==> src/rtl/layer_output_argmax.sv <==
// layer_output_argmax
// Drains a finished fully-connected layer through its serial output port.
// Each word is requested with a one-cycle shift pulse, captured into a local
// buffer and compared against the running maximum. The winning class index
// and value are then presented, and the layer is released with a restart pulse.
//
// Ports:
//   clk, rstn          clock, asynchronous active-low reset
//   neurons_finished   layer holds all NN results
//   transferred        layer has shifted out all NN words
//   layer_sout         current word from the layer (valid one cycle after shift)
//   result_ack         consumer has taken the result
//   shift              one-cycle request for the next word
//   restart            one-cycle pulse returning the layer to idle
//   result_valid       class_idx / max_value / xfer_err are valid
//   class_idx          index of the largest word (0 = first word shifted out)
//   max_value          value of the largest word
//   xfer_err           transferred was low after NN words
//   rd_addr, rd_data   combinational buffer read port (0 beyond NN-1)
module layer_output_argmax #(
    parameter int unsigned DATA_WIDTH = 29,
    parameter int unsigned NN         = 10,
    parameter int unsigned IDX_WIDTH  = 4
) (
    input  logic                  clk,
    input  logic                  rstn,
    input  logic                  neurons_finished,
    input  logic                  transferred,
    input  logic [DATA_WIDTH-1:0] layer_sout,
    input  logic                  result_ack,
    output logic                  shift,
    output logic                  restart,
    output logic                  result_valid,
    output logic [IDX_WIDTH-1:0]  class_idx,
    output logic [DATA_WIDTH-1:0] max_value,
    output logic                  xfer_err,
    input  logic [IDX_WIDTH-1:0]  rd_addr,
    output logic [DATA_WIDTH-1:0] rd_data
);

    typedef enum logic [2:0] {
        S_IDLE  = 3'd0,
        S_REQ   = 3'd1,
        S_CAPT  = 3'd2,
        S_CHECK = 3'd3,
        S_DONE  = 3'd4
    } state_t;

    localparam logic [IDX_WIDTH-1:0] LAST_IDX = IDX_WIDTH'(NN - 1);

    state_t                 state_q, state_d;
    logic [IDX_WIDTH-1:0]   cnt_q, cnt_d;
    logic [DATA_WIDTH-1:0]  mx_q, mx_d;
    logic [IDX_WIDTH-1:0]   mi_q, mi_d;
    logic [DATA_WIDTH-1:0]  buf_q [NN];
    logic [DATA_WIDTH-1:0]  buf_d [NN];
    logic                   shift_q, shift_d;
    logic                   restart_q, restart_d;
    logic                   result_valid_q, result_valid_d;
    logic [IDX_WIDTH-1:0]   class_idx_q, class_idx_d;
    logic [DATA_WIDTH-1:0]  max_value_q, max_value_d;
    logic                   xfer_err_q, xfer_err_d;

    // Next-state, datapath and registered-output decode.
    always_comb begin
        state_d     = state_q;
        cnt_d       = cnt_q;
        mx_d        = mx_q;
        mi_d        = mi_q;
        buf_d       = buf_q;
        class_idx_d = class_idx_q;
        max_value_d = max_value_q;
        xfer_err_d  = xfer_err_q;

        case (state_q)
            S_IDLE: begin
                if (neurons_finished && !transferred) begin
                    cnt_d   = '0;
                    state_d = S_REQ;
                end
            end
            S_REQ: begin
                state_d = S_CAPT;
            end
            S_CAPT: begin
                buf_d[cnt_q] = layer_sout;
                // Strict greater-than so ties keep the earlier index.
                if (cnt_q == '0 || $signed(layer_sout) > $signed(mx_q)) begin
                    mx_d = layer_sout;
                    mi_d = cnt_q;
                end
                if (cnt_q == LAST_IDX) begin
                    state_d = S_CHECK;
                end else begin
                    cnt_d   = cnt_q + IDX_WIDTH'(1);
                    state_d = S_REQ;
                end
            end
            S_CHECK: begin
                xfer_err_d  = ~transferred;
                class_idx_d = mi_q;
                max_value_d = mx_q;
                state_d     = S_DONE;
            end
            S_DONE: begin
                if (result_ack) begin
                    state_d = S_IDLE;
                end
            end
            default: begin
                state_d = S_IDLE;
            end
        endcase

        // Strobes are registered from the state being entered so they line up
        // exactly with the cycle spent in that state.
        shift_d        = (state_d == S_REQ);
        restart_d      = (state_d == S_CHECK);
        result_valid_d = (state_d == S_DONE);
    end

    // State and datapath registers.
    always_ff @(posedge clk or negedge rstn) begin
        if (!rstn) begin
            state_q        <= S_IDLE;
            cnt_q          <= '0;
            mx_q           <= '0;
            mi_q           <= '0;
            buf_q          <= '{default: '0};
            shift_q        <= 1'b0;
            restart_q      <= 1'b0;
            result_valid_q <= 1'b0;
            class_idx_q    <= '0;
            max_value_q    <= '0;
            xfer_err_q     <= 1'b0;
        end else begin
            state_q        <= state_d;
            cnt_q          <= cnt_d;
            mx_q           <= mx_d;
            mi_q           <= mi_d;
            buf_q          <= buf_d;
            shift_q        <= shift_d;
            restart_q      <= restart_d;
            result_valid_q <= result_valid_d;
            class_idx_q    <= class_idx_d;
            max_value_q    <= max_value_d;
            xfer_err_q     <= xfer_err_d;
        end
    end

    // Buffer read port; addresses past the last class read as zero.
    always_comb begin
        rd_data = '0;
        if (32'(rd_addr) < NN) begin
            rd_data = buf_q[rd_addr];
        end
    end

    assign shift        = shift_q;
    assign restart      = restart_q;
    assign result_valid = result_valid_q;
    assign class_idx    = class_idx_q;
    assign max_value    = max_value_q;
    assign xfer_err     = xfer_err_q;

endmodule

==> config.mk <==
export PLATFORM = sky130hd
export DESIGN_NAME = layer_output_argmax
export DESIGN_NICKNAME = d
export VERILOG_FILES = /design/src/rtl/layer_output_argmax.sv
export SDC_FILE = /design/constraint.sdc
export NUM_CORES = 1
export LEC_CHECK = 0
export CELL_PAD_IN_SITES_DETAIL_PLACEMENT = 0
export CELL_PAD_IN_SITES_GLOBAL_PLACEMENT = 1
export CORE_ASPECT_RATIO = 0.9
export CORE_MARGIN = 1
export CORE_UTILIZATION = 39
export CTS_CLUSTER_SIZE = 12
export DETAILED_ROUTE_END_ITERATION = 7
export DONT_BUFFER_PORTS = 1
export PLACE_DENSITY = 0.61
export SLEW_MARGIN = 20
export SYNTH_ARGS = -nofsm -noshare
export SYNTH_HDL_FRONTEND = slang
export SYNTH_SLANG_ARGS = --single-unit
==> constraint.sdc <==
create_clock -name clk -period 3 [get_ports clk]
set_input_delay 0.3 -clock clk [delete_from_list [all_inputs] [get_ports clk]]
set_output_delay 0.3 -clock clk [all_outputs]
set_load 0.05 [all_outputs]
==> summary.md <==
| Metric | Value |
|---|---|
| # nets final | `1352` |
| Final critical delay including setup and external delays | `2.68 ns` |
| Failing checks | `DRC, hold timing, slew limit` |
| Clock group share of total power | `between 20 and 30%` |
| Clock latency at the later pin of the worst-skew pair | `between 0.5 and 0.6 ns` |
| Worst max-slew margin expressed relative to the limit | `-3.05%` |
| Clock buffer count from CTS | `42` |
| Remaining Overflow, GRT | `0` |
| Critical path's largest stage delay | `around 0.4 ns` |
| Cts-stage hold buffer count | `32` |
| Post-Route Skew | `0.0149 ns` |
| Largest family of logic cells by synthesized area | `multiplexers` |
| Area of the core | `0.0421 mm²` |
| IO Port Bufs | `0` |
| Buffer type at the clock tree root | `sky130_fd_sc_hd__clkbuf_16` |
| Maximum VDD drop | `about 0.00043 V` |
| FMAX | `approximately 370 MHz` |
| Non-filler cells, final | `~1900` |
| Ys async rst share | `100%` |
| Result of the run | `complete, but fails checks` |
| Slew at the pin closest to its max-slew limit | `1.55 ns` |
| Chip width | `~220 µm` |
| Worst hold margin | `-0.534 ns` |
| Synthesized Nets | `around 1300` |
| Synth top area share | `~55%` |
| Post-Synthesis Mean Instance Area | `about 13 µm²` |
| Synth Area in Simple Gates | `5.21%` |
| Maximum number of pins on one net before global-route repair | `approximately 370` |
| Power per Cell Area | `just over 1000 mW/mm²` |
| Crit path kind | `reg -> reg` |
| Total negative slack | `0 ns` |
| Avg WL per Cell | `approximately 23 µm` |
| Crit end category | `register` |
| Synth warn | `0` |
| DR vias/cell | `5.47` |
| Part of the Yosys area used for sequential elements | `54.8%` |
| Final hold vios | `between 300 and 400` |
| Power dissipated by switching net loads | `just over 0.006 W` |
| Worst R2R Path Depth | `9` |
| Routed Antenna Nets | `0` |
| Detailed-router iteration count before antenna repair | `8` |
| Share of power burned in registers | `46.6%` |
| Sink Count | `~370` |
| Pint | `0.0132 W` |
| Synth-to-Final Area Change | `14.3%` |
| First DRT Iteration DRCs | `roughly 640` |
| Multiplexer share of the synthesized area | `around 29%` |
| Combined global-route utilization of all metal layers | `about a fifth` |
| Fraction of final layout cells with drive strength greater than 1 | `roughly 39%` |
| Power, Total | `0.0193 W` |
| Cell types with the largest area share after synthesis | `sky130_fd_sc_hd__dfrtp_1 55%, sky130_fd_sc_hd__mux2_2 21%, sky130_fd_sc_hd__mux4_2 7.8%, sky130_fd_sc_hd__nand2_1 3.8%, sky130_fd_sc_hd__ha_1 2.5%` |
| Max-capacitance violation count | `0` |
| Number of failing setup endpoints in the final timing report | `0` |
| Post-synth top area cell | `sky130_fd_sc_hd__dfrtp_1` |
| Clock-pin transition on the worst setup and hold timing paths | `0.05 ns` |
| Final Cycle Share | `roughly nine tenths` |
| Initial core utilization | `roughly two fifths` |
| Most used flip-flop cell after synthesis | `sky130_fd_sc_hd__dfrtp_1` |
| Data required time of the worst path | `3.42 ns` |
| Combinational power share | `27.6%` |
| DRC violations left | `9` |
| Cells traversed along the worst timing path | `inv_1, ha_1, nand4_1, nor4_2, a21oi_1, o311a_1, a32oi_4, buf_4, mux2_2` |
| Class of the tightest hold or removal check | `in -> async` |
| Post-cts sizing count | `0` |
| Maximum level of the CTS H-tree | `2` |
| Complex-gate fraction of the synthesized area | `approximately 4.7%` |
| Register bit total from synthesis | `approximately 370` |
| Netlist Area Pre-Place | `0.0168 mm²` |
| Post-CTS setup buffers | `0` |
| GP Congestion | `0.799` |
| Routed wire length | `43.3 mm` |
| Vias post-DR | `a little over 10000` |
| Crit path launch type | `register` |
| Area of the die | `between 0.04 and 0.05 mm²` |
| Floorplan die height | `approximately 200 µm` |
| Dpl hpwl | `~23 mm` |
| Number of antenna diodes | `0` |
| Sw frac | `31.7%` |
| Critical Path AT | `3.10 ns` |
| XOR/XNOR share of the synthesized area | `less than 1%` |
| CTS tree | `built` |
| Number of global-route vias before repair | `10700` |
| Slew Viols, Final | `92` |
| Max FO, Critical Path | `8` |
| Number of different library cells in the post-synthesis netlist | `40` |
| Unrepaired setup endpoints after global routing | `no` |
| Cell area after layout | `0.0192 mm²` |
| Leak | `between 8 and 9 nW` |
| Post-place instance area | `approximately 0.017 mm²` |
| Number of antenna violations at the first check in global routing | `1` |
| Clock Tree Buf Depth | `3` |
| Number of rows created at floorplan | `71` |
| Adder and majority cell fraction of the synthesized area | `under 10%` |
| Count of boundary I/O pins | `about 100` |
| Number of enable flip-flop cells after synthesis | `0` |
| Placed cell count | `around 1800` |
| Gate count of the mapped netlist | `approximately 1300` |
| Filler cells | `~3800` |
| Global-route wire length before repair | `roughly 67 mm` |
| Slowest-stage cell, CP | `sky130_fd_sc_hd__nor4_2` |
sequential cells by signal, indices dropped and copies added, names as in the netlist:
register	cells
restart	1
shift	1
result_valid	1
mi_q	4
max_value	29
mx_q	29
buf_q	290
cnt_q	4
class_idx	4
state_q	3
xfer_err	1
cells in the final DEF, fill, tap and decap left out, drive strengths merged, types with 2 or more instances in the layout:
cell type and instances:
and2 3, buf 51, nand2b 2, nand4 8
o211ai 3, nand2 168, o21ai 41, clkinv 5
nor4 3, a221oi 29, mux2 320, a21o 2
dfrtp 367, nor2 9, nor2b 2, clkbuf 66
nand3 10, dlygate4sd3 32, ha 33, a21oi 41
inv 40, mux4 58
cell usage after synthesis (all sizes together), types with 2 or more instances:
| master | count |
|---|---|
| mux2 | 320 |
| nand2 | 168 |
| nand4 | 8 |
| and2 | 3 |
| mux4 | 58 |
| o211ai | 3 |
| clkbuf | 81 |
| nor2 | 9 |
| nand3 | 10 |
| nor2b | 2 |
| dfrtp | 367 |
| a21oi | 41 |
| a21o | 2 |
| inv | 39 |
| a221oi | 29 |
| nor4 | 3 |
| ha | 33 |
| buf | 22 |
| o21ai | 41 |
| nand2b | 2 |
final timing paths:
path                                  startpoint       endpoint  slack [ns]
worst min-delay path                        rstn  max_value[23]       -0.53
worst min register to register         buf_q[29]      buf_q[29]        0.47
max in group asynchronous                   rstn       mx_q[28]        2.29
worst max-delay path                    mx_q[28]       mx_q[23]        0.32
min in group clk                neurons_finished       cnt_q[2]        0.06
worst max register to register          mx_q[28]       mx_q[23]        0.32
power groups by stage:
| stage | clock network, W | logic [W] | registers (W) |
|---|---|---|---|
| floorplan | 0 | 0.00444 | 0.00872 |
| global placement | 0 | 0.00517 | 0.00903 |
| detailed placement | 0 | 0.00528 | 0.00910 |
| CTS | 0.00512 | 0.00541 | 0.00902 |
| global route | 0.00531 | 0.00587 | 0.00932 |
| finish | 0.00498 | 0.00534 | 0.00901 |
worst max-delay path, delay by kind of cell (launching register included):
kind | cells | cell delay [ns]
adders and majority gates | 1 | 0.33
AOI/OAI and AO/OA | 3 | 0.69
DFF | 1 | 0.34
and+or+nand+nor | 2 | 0.57
buffers and inverters | 2 | 0.29
muxes | 1 | 0.35
metal layers:
metal | routed length, µm | up-vias | track usage [%] | share of wire (%)
met4 | 746 | 0 | 4.59 | 1.7
met2 | 19200 | 204 | 31.6 | 44
met5 | 0 | - | 0 | 0
li1 | - | 4551 | - | -
met3 | 2250 | 52 | 3.90 | 5.2
met1 | 21100 | 5355 | 29.7 | 49
cells by family (layout without fill, tap and decap cells):
family                     after synthesis  in the layout
AOI/OAI and AO/OA                      124            124
xor gates and xnor gates                 2              2
adders and majority gates               33             33
buffers and inverters                  142            195
DFF                                    367            367
muxes                                  379            379
and+or+nand+nor                        210            210
metrics by stage:
step	worst slack [ns]	util, %
floorplan	0.439	-
finish	0.315	45.5
global route	0.0865	45.5
detailed placement	0.346	41.5
CTS	0.338	45.5
global placement	0.423	41.5
final cells by class:
class	instances	area [µm²]	share of cell area (%)
Timing Repair Buffer	83	753	3.93
Inverter	39	146	0.764
Tap cell	547	684	3.57
Clock buffer	66	1300	6.80
Multi-Input combinational cell	748	7040	36.8
Clock inverter	7	45.0	0.235
Sequential cell	367	9180	47.9
(Power assumes the default switching activity.)
